--- config.mk ---
export PLATFORM = sky130hd
export DESIGN_NAME = pc_sequencer
export DESIGN_NICKNAME = d
export VERILOG_FILES = /design/src/rtl/proc_pkg.sv /design/src/rtl/pc_sequencer_ret_stack.sv /design/src/rtl/pc_sequencer.sv
export SDC_FILE = /design/constraint.sdc
export NUM_CORES = 1
export LEC_CHECK = 0
export ABC_AREA = 1
export CAP_MARGIN = 20
export CORE_MARGIN = 2
export CORE_UTILIZATION = 36
export CTS_BUF_LIST = sky130_fd_sc_hd__clkbuf_8
export DETAILED_ROUTE_END_ITERATION = 6
export PLACE_DENSITY_LB_ADDON = 0.08
export SLEW_MARGIN = 15
export SYNTH_ARGS = -nofsm -noshare
export SYNTH_HDL_FRONTEND = slang
export SYNTH_HIERARCHICAL = 1
export SYNTH_SLANG_ARGS = --single-unit
--- constraint.sdc ---
create_clock -name Clock -period 1 [get_ports Clock]
set_input_delay 0.2 -clock Clock [delete_from_list [all_inputs] [get_ports Clock]]
set_output_delay 0.2 -clock Clock [all_outputs]
set_load 0.05 [all_outputs]
--- src/rtl/proc_pkg.sv ---
// Shared opcodes, FSM states and default widths
// for the 8-bit processor control path.
package proc_pkg;

  localparam int DEF_WIDTH = 8;

  typedef enum logic [2:0] {
    OP_SEQ  = 3'd0,
    OP_JMP  = 3'd1,
    OP_BRZ  = 3'd2,
    OP_CALL = 3'd3,
    OP_RET  = 3'd4,
    OP_HALT = 3'd5
  } op_e;

  typedef enum logic {
    ST_RUN    = 1'b0,
    ST_HALTED = 1'b1
  } state_e;

endpackage

--- src/rtl/pc_sequencer_ret_stack.sv ---
// ret_stack: return-address LIFO for pc_sequencer.
// Only built when PC_SEQ_CALL_STACK_EN is defined.
`ifdef PC_SEQ_CALL_STACK_EN
module ret_stack #(
  parameter int WIDTH = 8,
  parameter int DEPTH = 4
) (
  input  logic             clk,
  input  logic             rst_n,
  input  logic             push,
  input  logic             pop,
  input  logic [WIDTH-1:0] din,
  output logic [WIDTH-1:0] top,
  output logic             full,
  output logic             empty
);

  localparam int AW = $clog2(DEPTH);
  localparam int CW = AW + 1;

  logic [WIDTH-1:0] mem [DEPTH];
  logic [CW-1:0]    cnt;

  assign full  = (cnt == CW'(DEPTH));
  assign empty = (cnt == '0);
  assign top   = mem[AW'(cnt - CW'(1))];

  // Occupancy count; push and pop are never issued together.
  always_ff @(posedge clk or negedge rst_n) begin
    if (!rst_n) begin
      cnt <= '0;
    end else if (push && !full) begin
      cnt <= cnt + CW'(1);
    end else if (pop && !empty) begin
      cnt <= cnt - CW'(1);
    end
  end

  // Entry storage; contents are don't-care after reset.
  always_ff @(posedge clk) begin
    if (push && !full) begin
      mem[cnt[AW-1:0]] <= din;
    end
  end

endmodule
`endif

--- src/rtl/pc_sequencer.sv ---
// pc_sequencer: next-PC generator with halt FSM and
// optional return stack (PC_SEQ_CALL_STACK_EN).
module pc_sequencer
  import proc_pkg::*;
#(
  parameter int WIDTH       = DEF_WIDTH,
  parameter int STACK_DEPTH = 4
) (
  input  logic             Clock,
  input  logic             Resetn,
  input  logic [WIDTH-1:0] PCOut,
  input  logic [2:0]       Op,
  input  logic [WIDTH-1:0] Target,
  input  logic             Zero,
  input  logic             Stall,
  input  logic             Resume,
  output logic [WIDTH-1:0] PCIn,
  output logic             PCWrite,
  output logic             Halted,
  output logic [1:0]       StackErr
);

  state_e           st;
  logic [WIDTH-1:0] pcin;
  logic             we;
  logic             halted;
  logic [WIDTH-1:0] inc;
  logic [WIDTH-1:0] nxt;
  logic             acc;

  assign acc = (st == ST_RUN) && !Stall;

`ifdef PC_SEQ_CALL_STACK_EN
  logic             push_req;
  logic             pop_req;
  logic             ovf;
  logic             udf;
  logic             full;
  logic             empty;
  logic [WIDTH-1:0] top;
  logic [1:0]       serr;

  ret_stack #(
    .WIDTH (WIDTH),
    .DEPTH (STACK_DEPTH)
  ) u_stack (
    .clk   (Clock),
    .rst_n (Resetn),
    .push  (acc && push_req),
    .pop   (acc && pop_req),
    .din   (inc),
    .top   (top),
    .full  (full),
    .empty (empty)
  );

  // Sticky overflow/underflow flags, cleared only by reset.
  always_ff @(posedge Clock or negedge Resetn) begin
    if (!Resetn) begin
      serr <= '0;
    end else if (acc) begin
      serr <= serr | {udf, ovf};
    end
  end

  assign StackErr = serr;
`else
  logic unused_depth;
  assign unused_depth = ^STACK_DEPTH;
  assign StackErr     = 2'b00;
`endif

  // Next-PC mux and stack requests decoded from Op.
  always_comb begin
    inc = PCOut + WIDTH'(1);
    nxt = inc;
`ifdef PC_SEQ_CALL_STACK_EN
    push_req = 1'b0;
    pop_req  = 1'b0;
    ovf      = 1'b0;
    udf      = 1'b0;
`endif
    unique case (1'b1)
      (Op == OP_JMP): nxt = Target;
      (Op == OP_BRZ): nxt = Zero ? Target : inc;
      (Op == OP_CALL): begin
        nxt = Target;
`ifdef PC_SEQ_CALL_STACK_EN
        push_req = !full;
        ovf      = full;
`endif
      end
      (Op == OP_RET): begin
`ifdef PC_SEQ_CALL_STACK_EN
        if (empty) begin
          udf = 1'b1;
        end else begin
          pop_req = 1'b1;
          nxt     = top;
        end
`endif
      end
      default: ;
    endcase
  end

  // RUN/HALTED FSM with registered PCIn/PCWrite/Halted.
  always_ff @(posedge Clock or negedge Resetn) begin
    if (!Resetn) begin
      st     <= ST_RUN;
      pcin   <= '0;
      we     <= 1'b0;
      halted <= 1'b0;
    end else if (Stall) begin
      we <= 1'b0;
    end else begin
      unique case (st)
        ST_RUN: begin
          if (Op == OP_HALT) begin
            st     <= ST_HALTED;
            halted <= 1'b1;
            we     <= 1'b0;
          end else begin
            pcin <= nxt;
            we   <= 1'b1;
          end
        end
        ST_HALTED: begin
          we <= 1'b0;
          if (Resume) begin
            st     <= ST_RUN;
            halted <= 1'b0;
          end
        end
      endcase
    end
  end

  assign PCIn    = pcin;
  assign PCWrite = we;
  assign Halted  = halted;

endmodule

==> results.py, run 1 <==
metrics = {
    "synthesis": {
        "yosysTopAreaCell": "dfrtp_1",
        "synth_area_per_cell_um2": 7.33,
        "syn_inst": 93,
        "synth_warnings": 6,
        "yosysSeqAreaShare_pct": 40.4,
        "yosysUniqueCellTypes": 21,
        "ys_ff_latch": 11,
        "syn_area_um2": 682,
        "synth_top_area_share_pct": 40.4,
        "netlist_top_cells_area": "dfrtp_1 40%, nand2_1 12%, a21oi_1 6.6%",
    },
    "global_route": {
        "grt_pass1_wl_um": 3140,
        "overflow": 0,
        "grt_antenna_before_repair": 0,
        "grt_start_max_net_pins": 12,
        "grt_pass1_vias": 738,
        "grt_usage_pct": 19.9,
    },
    "clocking": {
        "clockBufferDepth": 2,
        "cts.clk_slew.worst_paths_ns": 0.05,
        "cts_root_buf": "clkbuf_8",
        "htreeDepth": 1,
        "cts_num_sinks": 11,
        "insertion_delay_ns": 0.23,
        "ctsHoldBuffers": 0,
        "cts_buffers": 3,
        "tritoncts": "yes",
    },
    "timing": {
        "clock_skew_ns": 0.00210,
        "period_share_pct": 105,
        "hold_viol": 0,
        "postLayoutSetupSlackWorst_ns": -0.0499,
        "setup_viol_count_final": 14,
        "rsz0062_at_grt": "yes",
        "drv_slew": 0,
        "final.setup.tns_ns": -0.220,
        "fin_crit_ns": 1.05,
        "fmax_mhz": 952,
    },
    "power_and_ir_drop": {
        "intPower_mw": 1.34,
        "p_leak_nw": 0.677,
        "p_sw_share_pct": 38.4,
        "seq_power_share_pct": 28.8,
        "switching_power_uw": 835,
        "clkPwrFrac_pct": 20.0,
        "p_total_mw": 2.17,
        "vdd_ir_drop_max_v": 0.000878,
        "power_frac_comb_pct": 51.1,
        "p_per_area_mw_per_mm2": 1530,
    },
    "critical_path": {
        "reg2reg_depth": 5,
        "cp_max_fo": 4,
        "crit_chain": "nor2_4 > buf_4 > nand2_4 > a21oi_2 > a21oi_2",
        "path_class": "register to register",
        "cp-start-kind": "register",
        "cp.buffers_inverters": 1,
        "endpoint_kind": "register",
        "worstPathRequired_ns": 1.12,
        "r2r_start": "st$_DFFE_PN0N_",
        "crit_top_cell": "a21oi_2",
        "crit_family": "flip-flops",
        "r2r_setup_slack_ns": -0.05,
        "crit_path_top_delay_cell": "dfrtp_1",
        "cp.arrival_ns": 1.17,
        "reg2reg_to": "PCIn[7]$_DFFE_PN0P_",
        "slowest_delay_ns": 0.41,
    },
    "finish": {
        "antenna_cells": 0,
        "multiInputGateArea_um2": 475,
        "instances_no_fill": 173,
        "fill_cells": 122,
        "ff_latch_area_um2": 277,
        "synthToLayoutAreaGrowth_pct": 108,
        "nNetsFinal": 174,
        "drive_above_1_share_pct": 39.2,
    },
    "routing": {
        "antenna_left": 0,
        "wl_per_cell_um": 13.8,
        "vias_per_cell": 4.87,
        "route.detailed.drc": 0,
        "vias": 843,
        "dr.pass1.iters": 4,
        "drt-total-wl_um": 2380,
        "first_iter_violations": 17,
    },
    "floorplanning": {
        "die_h_um": 47.5,
        "row_count": 15,
        "die_area_mm2": 0.00226,
        "dieWidth_um": 47.5,
        "io-pin-count": 36,
        "initial_core_util_pct": 39.1,
        "core_area_mm2": 0.00175,
    },
    "placed_design": {
        "dp_hpwl_um": 1480,
        "dp.cells": 159,
        "gp_congestion": 0.770,
        "port_buffers": 33,
    },
    "outcome": {
        "status": "finished, violations left",
        "violations": "negative setup slack",
    },
    "min_path": {
        "hold_class": "input port to asynchronous set/reset pin",
    },
    "flow_run": {
        "maxCapViolCount": 0,
    },
}
-- layer usage --
metal	global-route usage [%]	up-vias	wire length [um]
li1	-	412	-
met1	25.5	388	940
met2	34.1	39	1260
met3	1.89	4	144
met4	8.33	0	41
met5	0	-	0
-- worst max path at each step --
stage	slack, ns	endpoint	depth (start not counted)	from
final	-0.05	PCIn[7]$_DFFE_PN0P_	5	st$_DFFE_PN0N_
after global routing	-0.11	PCIn[7]$_DFFE_PN0P_	5	st$_DFFE_PN0N_
after CTS	-0.03	PCIn[0]$_DFFE_PN0P_	5	st$_DFFE_PN0N_
after detailed placement	-0.46	PCIn[3]$_DFFE_PN0P_	6	PCOut[1]
after global placement	-0.41	PCIn[4]$_DFFE_PN0P_	7	PCOut[0]
after floorplan	0.04	PCIn[0]$_DFFE_PN0P_	5	st$_DFFE_PN0N_
-- power groups by stage --
| stage | Combinational [mW] | Clock (mW) | Sequential, mW |
|---|---|---|---|
| after floorplan | 0.191 | 0 | 0.856 |
| after global placement | 0.960 | 0 | 0.622 |
| after detailed placement | 0.971 | 0 | 0.628 |
| after CTS | 1.01 | 0.423 | 0.621 |
| after global routing | 1.17 | 0.461 | 0.633 |
| final | 1.11 | 0.436 | 0.627 |
-- worst reg2reg max path, delay by kind of cell (launching register included) --
family          cells  cell delay (ns)
buf+inv             1             0.14
flops               1             0.41
simple gates        2             0.19
compound gates      2             0.19
-- metrics by stage --
step | cell area (um^2) | worst slack [ns] | hold WS (ns) | utilization [%]
4_1_cts | 1320 | -0.0349 | 0.269 | 75.6
2_1_floorplan | 686 | 0.0445 | -0.0956 | -
3_3_place_gp | 1200 | -0.409 | 0.511 | 68.7
5_1_grt | 1420 | -0.115 | 0.303 | 81.3
6_report | 1420 | -0.0499 | 0.281 | 81.3
3_5_place_dp | 1200 | -0.461 | 0.505 | 68.7
-- cell usage in the layout, fill, tap and decap left out, drive strengths merged --
cell	count
a21oi	9
buf	27
clkbuf	4
clkdlybuf4s15	2
clkdlybuf4s50	11
conb	2
dfrtp	11
dlygate4sd2	8
dlymetal6s2s	1
ha	1
inv	11
nand2	27
nand3	8
nand4	1
nor2	12
o211ai	1
o21ai	6
o21bai	3
o31ai	1
xnor2	2
-- cells in the mapped netlist, drive strengths merged --
library cell / n
o21ai: 6
o211ai: 1
a21oi: 9
nand4: 1
o31ai: 1
xnor2: 2
dfrtp: 11
ha: 1
conb: 1
nor2: 12
o21bai: 3
nand3: 8
clkinv: 1
inv: 9
nand2: 25
buf: 2
-- sequential cells by signal (all words and copies together), names as in the netlist --
register and count:
Halted 1, PCIn 8, PCWrite 1, st 1
-- logic make-up after synthesis --
logic type	Yosys count	share of synthesized area, %
xor+xnor	2	2.57
flops	11	40.4
buf+inv	12	8.44
simple gates	46	29.7
compound gates	20	16.5
other cells	1	0.550
fa+ha+maj	1	1.83
-- layout make-up --
type	count	share of cell area (%)
repair buffers	50	38.4
clock inverters	1	0.265
flip-flops and latches	11	19.5
inverters	10	3.17
clock buffers	3	2.91
multi-input cells	73	33.5
well taps	25	2.20
-- repair_timing --
item                                    4_1_cts  5_1_grt
pin swaps                                    11        5
gates resized for setup                      28       18
buffers inserted                              3        5
cloned                                        1        1
endpoints found under the setup margin       14       18
(Power assumes the default switching activity.)
==> inputs of run 2 (changes only) <==
- PLACE_DENSITY_LB_ADDON: 0.08 -> 0.12
==> results.py, run 2 (synthesis gave the netlist of run 1 again) <==
metrics = {
    "outcome": {
        "status": "finished, violations left",
        "violations": "negative setup slack",
    },
    "critical_path": {
        "path_class": "register to register",
        "crit_path_top_delay_cell": "dfrtp_1",
        "worstPathRequired_ns": 1.13,
        "cp_max_fo": 4,
        "crit_cells": 5,
        "endpoint_kind": "register",
        "r2r_start": "st$_DFFE_PN0N_",
        "cp.arrival_ns": 1.20,
        "slowest_delay_ns": 0.42,
        "crit_chain": "nor2_4 > buf_4 > nand2_4 > a21oi_2 > a21oi_1",
        "endpoint": "PCIn[4]$_DFFE_PN0P_",
        "reg2reg_depth": 5,
        "crit_family": "flip-flops",
        "reg2reg_to": "PCIn[4]$_DFFE_PN0P_",
        "cp.buffers_inverters": 1,
        "r2r_setup_slack_ns": -0.08,
        "cp-start-kind": "register",
        "crit_start": "st$_DFFE_PN0N_",
    },
    "power_and_ir_drop": {
        "p_sw_share_pct": 38.7,
        "intPower_mw": 1.35,
        "power_frac_comb_pct": 51.1,
        "clkPwrFrac_pct": 20.6,
        "p_leak_nw": 0.691,
        "switching_power_uw": 853,
        "vdd_ir_drop_max_v": 0.000880,
        "p_per_area_mw_per_mm2": 1560,
        "p_total_mw": 2.20,
        "seq_power_share_pct": 28.4,
    },
    "timing": {
        "postLayoutSetupSlackWorst_ns": -0.0756,
        "holdWs_ns": 0.255,
        "setup_viol_count_final": 18,
        "period_share_pct": 108,
        "fmax_mhz": 930,
        "final.setup.tns_ns": -0.434,
        "rsz0062_at_grt": "yes",
        "fin_crit_ns": 1.08,
        "drv_slew": 0,
        "hold_viol": 0,
        "clock_skew_ns": 0.00331,
    },
    "floorplanning": {
        "dieWidth_um": 47.5,
        "io-pin-count": 36,
        "row_count": 15,
        "die_area_mm2": 0.00226,
        "die_h_um": 47.5,
        "initial_core_util_pct": 39.1,
        "core_area_mm2": 0.00175,
    },
    "finish": {
        "fin_area_mm2": 0.00141,
        "antenna_cells": 0,
        "drive_above_1_share_pct": 38.5,
        "final_cell_mix": "17 x nand2_1, 16 x buf_4, 11 x dfrtp_1, 11 x clkdlybuf4s50_1",
        "final_common_cell": "nand2_1",
        "final_util_pct": 80.9,
        "largest_reg_flops": 8,
        "nNetsFinal": 174,
        "synthToLayoutAreaGrowth_pct": 107,
        "instances_no_fill": 173,
    },
    "global_route": {
        "grt_pass1_wl_um": 3120,
        "grt_antenna_before_repair": 0,
        "grt_usage_pct": 20.6,
        "grt_pass1_vias": 752,
        "grt_start_max_net_pins": 12,
        "overflow": 0,
    },
    "clocking": {
        "tritoncts": "yes",
        "clockBufferDepth": 2,
        "ctsHoldBuffers": 0,
        "cts_num_sinks": 11,
        "cts.clk_slew.worst_paths_ns": 0.05,
        "cts_buffers": 3,
        "insertion_delay_ns": 0.24,
        "htreeDepth": 1,
        "cts_root_buf": "clkbuf_8",
    },
    "placed_design": {
        "place_area_mm2": 0.00120,
        "pre_cts_ws_ns": -0.474,
        "port_buffers": 33,
        "gp_congestion": 0.803,
        "dp.cells": 159,
        "dp_hpwl_um": 1440,
    },
    "routing": {
        "dr.pass1.iters": 4,
        "wl_per_cell_um": 13.5,
        "drt-total-wl_um": 2340,
        "antenna_left": 0,
        "vias_per_cell": 4.93,
        "vias": 853,
        "route.detailed.drc": 0,
        "first_iter_violations": 20,
    },
    "min_path": {
        "hold_class": "input port to asynchronous set/reset pin",
    },
    "flow_run": {
        "maxCapViolCount": 0,
    },
}
-- run 2: changes by cell type in the layout (fill, tap and decap cells not counted), sizes merged --
cell | before | now
clkbuf | 4 | 3
clkdlybuf4s15 | 2 | 0
dlygate4sd2 | 8 | 10
dlymetal6s2s | 1 | 2
-- run 2: routing by layer --
layer | wire length, um | vias up | track usage [%]
met5 | 0 | - | 0
met1 | 958 | 386 | 22.6
met4 | 79 | 0 | 11.1
li1 | - | 414 | -
met2 | 1180 | 45 | 37.0
met3 | 122 | 8 | 3.77
-- run 2: worst reg2reg max path, stage by stage (launching register included) --
cell     delay, ns
dfrtp_1       0.42
nor2_4        0.15
buf_4         0.14
nand2_4       0.06
a21oi_2       0.12
a21oi_1       0.07
-- run 2: how the worst min path moves through the flow --
stage,slack (ns),to,cells after the start
after global placement,0.51,Halted$_DFFE_PN0P_,2
after detailed placement,0.51,Halted$_DFFE_PN0P_,2
after CTS,0.26,PCIn[4]$_DFFE_PN0P_,2
after floorplan,-0.1,Halted$_DFFE_PN0P_,0
after global routing,0.27,PCIn[4]$_DFFE_PN0P_,2
final,0.25,PCIn[4]$_DFFE_PN0P_,2
-- run 2: cell type report --
class,count,area (um^2)
Clock buffer,3,41.3
Clock inverter,1,3.75
Fill cell,123,333
Inverter,10,45.0
Multi-Input combinational cell,73,462
Sequential cell,11,275
Tap cell,25,31.3
Timing Repair Buffer,50,554
-- run 2: timing repair --
item                       CTS  global route
setup buffers                3             5
setup endpoints to repair   17            20
gates cloned                 1             1
pin swaps                    5             6
gates resized for setup     24            17
-- run 2: power groups by stage --
stage,registers [mW],logic (mW),clock network (mW)
6_report,0.624,1.12,0.453
3_3_place_gp,0.623,0.961,0
5_1_grt,0.630,1.18,0.480
3_5_place_dp,0.627,0.972,0
4_1_cts,0.621,1.01,0.456
2_1_floorplan,0.856,0.191,0
==> inputs of run 3 (changes only) <==
- CELL_PAD_IN_SITES_DETAIL_PLACEMENT: unset -> 0
- CELL_PAD_IN_SITES_GLOBAL_PLACEMENT: unset -> 1
- CORE_UTILIZATION: 36 -> 24
- HOLD_SLACK_MARGIN: unset -> 0.12
==> results.py, run 3 (synthesis gave the netlist of run 1 again) <==
metrics = {
    "floorplanning": {
        "core_area_mm2": 0.00273,
        "row_count": 19,
        "die_area_mm2": 0.00328,
        "die_h_um": 57.3,
        "initial_core_util_pct": 24.9,
        "io-pin-count": 36,
        "dieWidth_um": 57.3,
    },
    "timing": {
        "fmax_mhz": 959,
        "holdWs_ns": 0.257,
        "setup_viol_count_final": 15,
        "drv_slew": 0,
        "hold_viol": 0,
        "rsz0062_at_grt": "yes",
        "postLayoutSetupSlackWorst_ns": -0.0432,
        "fin_crit_ns": 1.04,
        "period_share_pct": 104,
        "final.setup.tns_ns": -0.311,
        "clock_skew_ns": 0.00549,
    },
    "placed_design": {
        "port_buffers": 33,
        "gp_congestion": 0.739,
        "dp_hpwl_um": 1430,
        "dp.cells": 164,
    },
    "routing": {
        "dr.pass1.iters": 4,
        "dr.max_layer_used": "met4",
        "vias": 808,
        "drt-total-wl_um": 2150,
        "wl_met1_um": 929,
        "wl_per_cell_um": 12.3,
        "vias_per_cell": 4.62,
        "first_iter_violations": 6,
        "dr_wl_met3_um": 138,
        "route.met2.wl_um": 1060,
        "route.detailed.drc": 0,
        "antenna_left": 0,
    },
    "power_and_ir_drop": {
        "vdd_ir_drop_max_v": 0.00124,
        "p_leak_nw": 0.651,
        "p_per_area_mw_per_mm2": 1560,
    },
    "clocking": {
        "clockBufferDepth": 2,
        "cts_num_sinks": 11,
        "cts_root_buf": "clkbuf_8",
        "htreeDepth": 1,
        "cts_buffers": 3,
        "insertion_delay_ns": 0.24,
        "ctsHoldBuffers": 0,
        "cts.clk_slew.worst_paths_ns": 0.05,
        "tritoncts": "yes",
    },
    "critical_path": {
        "r2r_setup_slack_ns": -0.04,
        "endpoint_kind": "register",
        "cp.arrival_ns": 1.21,
        "worstPathRequired_ns": 1.17,
        "cp_max_fo": 8,
        "cp-start-kind": "register",
        "path_class": "register to register",
    },
    "finish": {
        "final_cell_mix": "17 x nand2_1, 12 x buf_4, 11 x dfrtp_1, 11 x clkdlybuf4s50_1",
        "synthToLayoutAreaGrowth_pct": 101,
        "instances_no_fill": 175,
        "final_common_cell": "nand2_1",
        "largest_reg_flops": 8,
        "drive_above_1_share_pct": 38.9,
        "antenna_cells": 0,
        "ff_latch_area_um2": 275,
        "fill_cells": 273,
        "nNetsFinal": 170,
        "multiInputGateArea_um2": 457,
    },
    "global_route": {
        "grt_start_max_net_pins": 12,
        "grt_antenna_before_repair": 0,
        "grt_usage_pct": 14.2,
        "grt_pass1_wl_um": 3530,
        "overflow": 0,
        "grt_pass1_vias": 771,
    },
    "outcome": {
        "status": "finished, violations left",
        "violations": "negative setup slack",
    },
    "min_path": {
        "hold_class": "input port to asynchronous set/reset pin",
    },
    "flow_run": {
        "maxCapViolCount": 0,
    },
}
[run 3: changes by cell type in the layout (fill, tap and decap cells not counted), sizes merged]
cell | previous run | this run
dlymetal6s2s | 2 | 0
buf | 27 | 23
clkbuf | 3 | 5
[run 3: layer usage]
layer	vias to the layer above	track usage, %
met5	-	0
met4	0	4.98
met3	2	4.54
met2	26	22.3
met1	374	18.3
li1	406	-
[run 3: worst paths after layout]
path,start,endpoint,cells after the start
max,st$_DFFE_PN0N_,PCIn[0]$_DFFE_PN0P_,5
min,Resetn,PCIn[0]$_DFFE_PN0P_,2
max reg2reg,st$_DFFE_PN0N_,PCIn[0]$_DFFE_PN0P_,5
min reg2reg,PCIn[3]$_DFFE_PN0P_,PCIn[3]$_DFFE_PN0P_,2
max in group asynchronous,Resetn,PCIn[5]$_DFFE_PN0P_,2
min in group Clock,PCOut[0],PCIn[5]$_DFFE_PN0P_,5
[run 3: per-stage QoR]
stage               utilization (%)  setup WS [ns]  power, mW  instance area, um^2
CTS                            48.2        -0.0303       2.09                 1320
floorplan                         -         0.0445       1.05                  686
finish                         50.1        -0.0432       2.14                 1370
global route                   50.1         -0.100       2.25                 1370
global placement               43.9         -0.437       1.59                 1200
detailed placement             43.9         -0.499       1.60                 1200
[run 3: final cells by class]
cell class / count / share of cell area [%]
Timing Repair Buffer: 46 / 37.2
Multi-Input combinational cell: 73 / 33.3
Sequential cell: 11 / 20.1
Tap cell: 31 / 2.83
Clock inverter: 1 / 0.274
Clock buffer: 3 / 3.01
Inverter: 10 / 3.29
[run 3: worst max-delay path, stage by stage, from the launching register on]
cell     delay (ns)
dfrtp_1        0.41
nor2_4         0.16
nand2_4        0.13
inv_8          0.10
o21ai_2        0.05
o21ai_1        0.12
[run 3: repair_timing]
item                       4_1_cts  5_1_grt
gates resized for setup         32       13
buffers inserted                 1        4
pin swaps                       14        2
setup endpoints to repair       18       17
cloned                           2        0
[run 3: power breakdown]
part	leakage [nW]	internal (mW)	switching, mW
registers	0.130	0.529	0.0928
logic	0.494	0.519	0.546
clock network	0.0269	0.270	0.179
==> RTL edit 1: new RTL, flow settings as in run 2 <==
The package constant `DEF_WIDTH` goes from 8 to 12.
--- a/src/rtl/proc_pkg.sv
+++ b/src/rtl/proc_pkg.sv
@@ -2,7 +2,7 @@
 // for the 8-bit processor control path.
 package proc_pkg;
 
-  localparam int DEF_WIDTH = 8;
+  localparam int DEF_WIDTH = 12;
 
   typedef enum logic [2:0] {
     OP_SEQ  = 3'd0,
Interface: changed (resized PCIn, PCOut and Target); port bits go from 36 to 48. No check against the original RTL was run, so the function may have changed too.
==> RTL edit 1 against run 2 <==
The flow still finishes with violations (negative setup slack); sequential cell count grew 4; area after synthesis grew 50%; total power increased by 31%; via count rose by 29%; routed wire length up 30%; first-iteration DRC count shrank 5.0%; sequential power is 36% higher; utilization fell by 9.8 points; design area up 38%; synthesized cell count is 35% higher; worst setup slack lost 68 ps; critical path type unchanged; largest power group unchanged.
==> RTL edit 1: results (changes against run 2) <==
{| class="wikitable"
! Metric !! Value
|-
| Initial detailed-routing violation count || 19 (-5.0%)
|-
| Synth top cells by count || 27 x nand2_1, 15 x dfrtp_1, 11 x nor2_1
|-
| Status || finished, violations left
|-
| Violations in the final reports || negative setup slack
|-
| Fraction of final layout cells with drive strength greater than 1 || 0.424 (+0.0391)
|-
| Number of cells on the worst reg-to-reg path || 6 (+1)
|-
| Largest register FFs || 12 (+4)
|-
| Final WS setup || -143 ps (-67.8 ps)
|-
| Biggest area contributors in the synthesized netlist || dfrtp_1 37%, nand2_1 9.9%, nor2_1 4.0%
|-
| Power consumed by combinational cells || 0.00153 W (+37%)
|-
| Capture point of the worst reg-to-reg path || PCIn[9]
|-
| Count of filler cells inserted in the layout || 220 (+79%)
|-
| Clock power share || 0.174 (-0.032)
|-
| Layout Skew || 1.08 ps (-2.23 ps)
|-
| Final setup violation count || 26 (+8)
|-
| Met2 usage || 0.366 (-0.00410)
|-
| Met1 track demand over resource || 0.240 (+0.0145)
|-
| DPL Wire Length || 2230 um (+55%)
|-
| Total routing usage reported by global routing || 0.199 (-0.00634)
|-
| Met3 track demand over resource || 0.0136 (-0.0241)
|-
| Post-CTS Repair Setup Buffers || 9 (+6)
|-
| Met1 routed wirelength after detailed routing || 1170 um (+22%)
|-
| Wirelength per Cell || 13.3 um (-1.7%)
|-
| Worst slack, placed || -606 ps (-132 ps)
|-
| Peak supply drop || 1.44 mV (+64%)
|-
| Max FO, Critical Path || 5 (+1)
|-
| Number of distinct library cells after synthesis || 35 (+67%)
|-
| Number of global-route vias before repair || 1128 (+50%)
|-
| Area after detailed placement || 1740 um^2 (+45%)
|-
| Maximum number of pins on one net before global-route repair || 16 (+4)
|}
==> RTL edit 1: cell count changes in the layout (fill, tap and decap cells not counted), sizes merged, moves of 4 or more <==
cell                  run 2  this run
o21ai                     6        15
dfrtp                    11        15
buf                      27        42
clkdlybuf4s50            11        18
nand2                    27        31
clkdlybuf4s15             0         4
==> RTL edit 1: cell families after synthesis <==
| kind of cell | count (synthesis) | share of synthesized area |
|---|---|---|
| other | 1 | 0.00366 |
| AOI/OAI and AO/OA | 32 | 0.230 |
| and+or+nand+nor | 57 | 0.258 |
| DFF | 15 | 0.367 |
| adders and majority gates | 1 | 0.0122 |
| xor gates and xnor gates | 3 | 0.0257 |
| buffers and inverters | 17 | 0.104 |
==> RTL edit 1: area by class of cell <==
cell class | count | area (um^2) | area share
inverters | 11 | 51.3 | 0.0264
repair inverters | 1 | 7.51 | 0.00386
clock inverters | 1 | 5.00 | 0.00257
clock buffers | 3 | 41.3 | 0.0212
flip-flops and latches | 15 | 378 | 0.194
multi-input cells | 95 | 607 | 0.312
repair buffers | 72 | 816 | 0.420
well taps | 31 | 38.8 | 0.0199
==> RTL edit 1: worst max-delay path, cell delays in order, from the launching register on <==
cell	delay, ps
dfrtp_1	360
inv_2	50
o21ai_4	70
nor2_4	60
buf_6	130
or2_0	220
a21boi_2	150
==> RTL edit 1: through the flow <==
stage,total power [W],cells,hold WS (ps),setup TNS (ps)
finish,0.00288,229,271,-1540
detailed placement,0.00227,214,530,-7450
global route,0.00300,229,286,-2700
CTS,0.00288,228,265,-1380
floorplan,0.00150,127,-95.6,-796
global placement,0.00226,214,532,-7010
==> RTL edit 1: worst max-delay path by stage <==
stage	end	cells after the start
floorplan	PCIn[6]	6
global placement	PCIn[2]	8
detailed placement	PCIn[7]	9
CTS	PCIn[9]	6
global route	PCIn[9]	6
finish	PCIn[9]	6
==> RTL edit 2: new RTL, config.mk and constraints of run 2 <==
Without the edit above. Register the input `Target` before use, without a reset. The logic sees it one clock later. The other inputs are not delayed to match.
--- a/src/rtl/pc_sequencer.sv
+++ b/src/rtl/pc_sequencer.sv
@@ -19,6 +19,12 @@
   output logic             Halted,
   output logic [1:0]       StackErr
 );
+
+  logic [WIDTH-1:0] Target_q;
+
+  always_ff @(posedge Clock) begin
+    Target_q <= Target;
+  end
 
   state_e           st;
   logic [WIDTH-1:0] pcin;
@@ -81,10 +87,10 @@
     udf      = 1'b0;
 `endif
     unique case (1'b1)
-      (Op == OP_JMP): nxt = Target;
-      (Op == OP_BRZ): nxt = Zero ? Target : inc;
+      (Op == OP_JMP): nxt = Target_q;
+      (Op == OP_BRZ): nxt = Zero ? Target_q : inc;
       (Op == OP_CALL): begin
-        nxt = Target;
+        nxt = Target_q;
 `ifdef PC_SEQ_CALL_STACK_EN
         push_req = !full;
         ovf      = full;
Behaviour: not the same (a bounded check fails within 4 cycles, from zero or initial values and one cycle with Resetn low).
==> RTL edit 2 against run 2 <==
The run still ends with negative setup slack left; clock power up 21%; total power up 18%; routed wire length down 2.0%; sequential cell count up 8; design area up 13%; worst setup slack better by 25 ps; area after synthesis up 35%; sequential share of layout area up 7.9 points; critical path type is now reg -> out; critical endpoint is now PCIn[2].
==> RTL edit 2: results (changes against run 2) <==
{| class="wikitable"
! Metric !! Value
|-
| First-pass GRT wire length || 3720 um (+19%)
|-
| Final total negative setup slack || -361 ps (+73.2 ps)
|-
| Peak supply drop || 1.30 mV (+47%)
|-
| Clock latency at the later pin of the worst-skew pair || 260 ps (+20 ps)
|-
| Synth Register Bits || 19 (+8)
|-
| Family with the most delay on the worst path || flip-flops
|-
| Reg clk slew, reported paths || 80 ps (+30 ps)
|-
| Reported max-cap violation count || 0 (unchanged)
|-
| Yosys warning count || 6 (unchanged)
|-
| CTS H-tree lvls || 1 (unchanged)
|-
| Largest stage delay on the critical path || 420 ps (about the same)
|-
| Count of antenna diodes in the layout || 0 (unchanged)
|-
| Number of distinct library cells after synthesis || 24 (+14%)
|-
| Number of optimization iterations in the first detailed-route pass || 5 (+1)
|-
| Dominant synthesized flop cell || dfrtp_1
|-
| Final weighted congestion in routability-driven placement || 0.816 (+1.6%)
|-
| Finished Layout Cells || 197 (+14%)
|-
| Wirelength per Cell || 11.6 um (-14%)
|-
| Number of global-route vias before repair || 864 (+15%)
|-
| Biggest area contributors in the synthesized netlist || dfrtp_1 30%, dfxtp_1 17%, nand2_1 12%
|-
| Initial detailed-routing violation count || 4 (-80%)
|-
| Power of the sequential group || 0.000958 W (+54%)
|-
| Number of buffers on the longest clock path || 2 (unchanged)
|-
| Violations in the final reports || negative setup slack
|-
| Gate count of the mapped netlist || 113 (+22%)
|-
| Max FO, Critical Path || 2 (-2)
|-
| Total routing usage reported by global routing || 0.179 (-0.0267)
|-
| DR vias || 910 (+6.7%)
|-
| Most numerous cell in the Yosys netlist || nand2_1
|-
| Fraction of registers with async set or reset after synthesis || 0.579 (-0.421)
|-
| Maximum number of pins on one net before global-route repair || 13 (+1)
|-
| Buffer cell driving the clock tree root || clkbuf_8
|-
| Clock buffers created by TritonCTS || 3 (unchanged)
|-
| Fraction of final layout cells with drive strength greater than 1 || 0.359 (-0.0259)
|-
| Type of the tightest min-delay check || in -> async
|-
| Number of cells in the design after placement || 187 (+18%)
|-
| Status || finished, violations left
|-
| Antenna violations before repair || 0 (unchanged)
|-
| Final WS setup || -50.7 ps (+24.9 ps)
|-
| DPL Wire Length || 1610 um (+12%)
|-
| Power consumed by combinational cells || 0.00110 W
|-
| Crit path DAT || 850 ps (-350 ps)
|-
| Synth top cells by count || 30 x nand2_1, 13 x inv_1, 12 x nor2_1
|-
| Layout Skew || 3.70 ps (+0.388 ps)
|-
| Slowest cell on the critical path || dfrtp_1
|-
| Number of buffers added on ports || 33 (unchanged)
|-
| Internal cell power || 0.00169 W (+25%)
|-
| Part of the Yosys area used for sequential elements || 0.472 (+0.0685)
|-
| Worst slack, placed || -495 ps (-21.3 ps)
|-
| Final setup violation count || 12 (-6)
|-
| Leakage power summed over all cells || 0.796 nW (+15%)
|-
| Biggest power consumer among the groups || combinational logic
|}
==> RTL edit 2: worst paths after layout <==
check / from / end / slack, ps / depth (start not counted)
min reg2reg: Target_q[1] / PCIn[1] / 490 / 2
max in group asynchronous: Resetn / PCIn[0] / 620 / 2
min: Resetn / PCIn[3] / 230 / 2
max: PCIn[2] / PCIn[2] / -50 / 1
min in group Clock: Target[6] / Target_q[6] / 370 / 1
max reg2reg: st / PCIn[7] / -10 / 6
==> RTL edit 2: what timing repair did <==
action                                  4_1_cts  5_1_grt
endpoints found under the setup margin       21       19
cloned                                        2        0
pin swaps                                    13        5
setup buffers                                 1        3
gates resized for setup                      23        8
==> RTL edit 2: cell families after synthesis <==
kind of cell / share of synthesized area
buf+inv: 0.110
other cells: 0.00407
flops: 0.472
simple gates: 0.307
fa+ha+maj: 0.0136
xor+xnor: 0.0190
compound gates: 0.0746
==> RTL edit 2: per-layer routing <==
layer  GRT usage  wire length, um  vias up  part of all wire
li1            -                -      455                 -
met1       0.218              970      433              0.42
met2       0.300             1210       18              0.53
met3      0.0574               88        4             0.038
met4      0.0500               19        0            0.0083
met5           0                0        -                 0
==> RTL edit 2: layout make-up <==
class                      instances  area [um^2]
multi-input combinational         77          442
tap                               30         37.5
inverter                          16         60.1
fill                             219          863
sequential                        19          435
clock inverter                     1         7.51
clock buffer                       3         41.3
timing repair buffer              51          568
==> RTL edit 2: stage by stage <==
step | hold slack (ps) | power [W] | instance area, um^2
final | 232 | 0.00260 | 1590
after global routing | 249 | 0.00273 | 1590
after CTS | 236 | 0.00258 | 1550
after detailed placement | 478 | 0.00200 | 1460
after global placement | 467 | 0.00199 | 1460
after floorplan | -95.6 | 0.00143 | 926
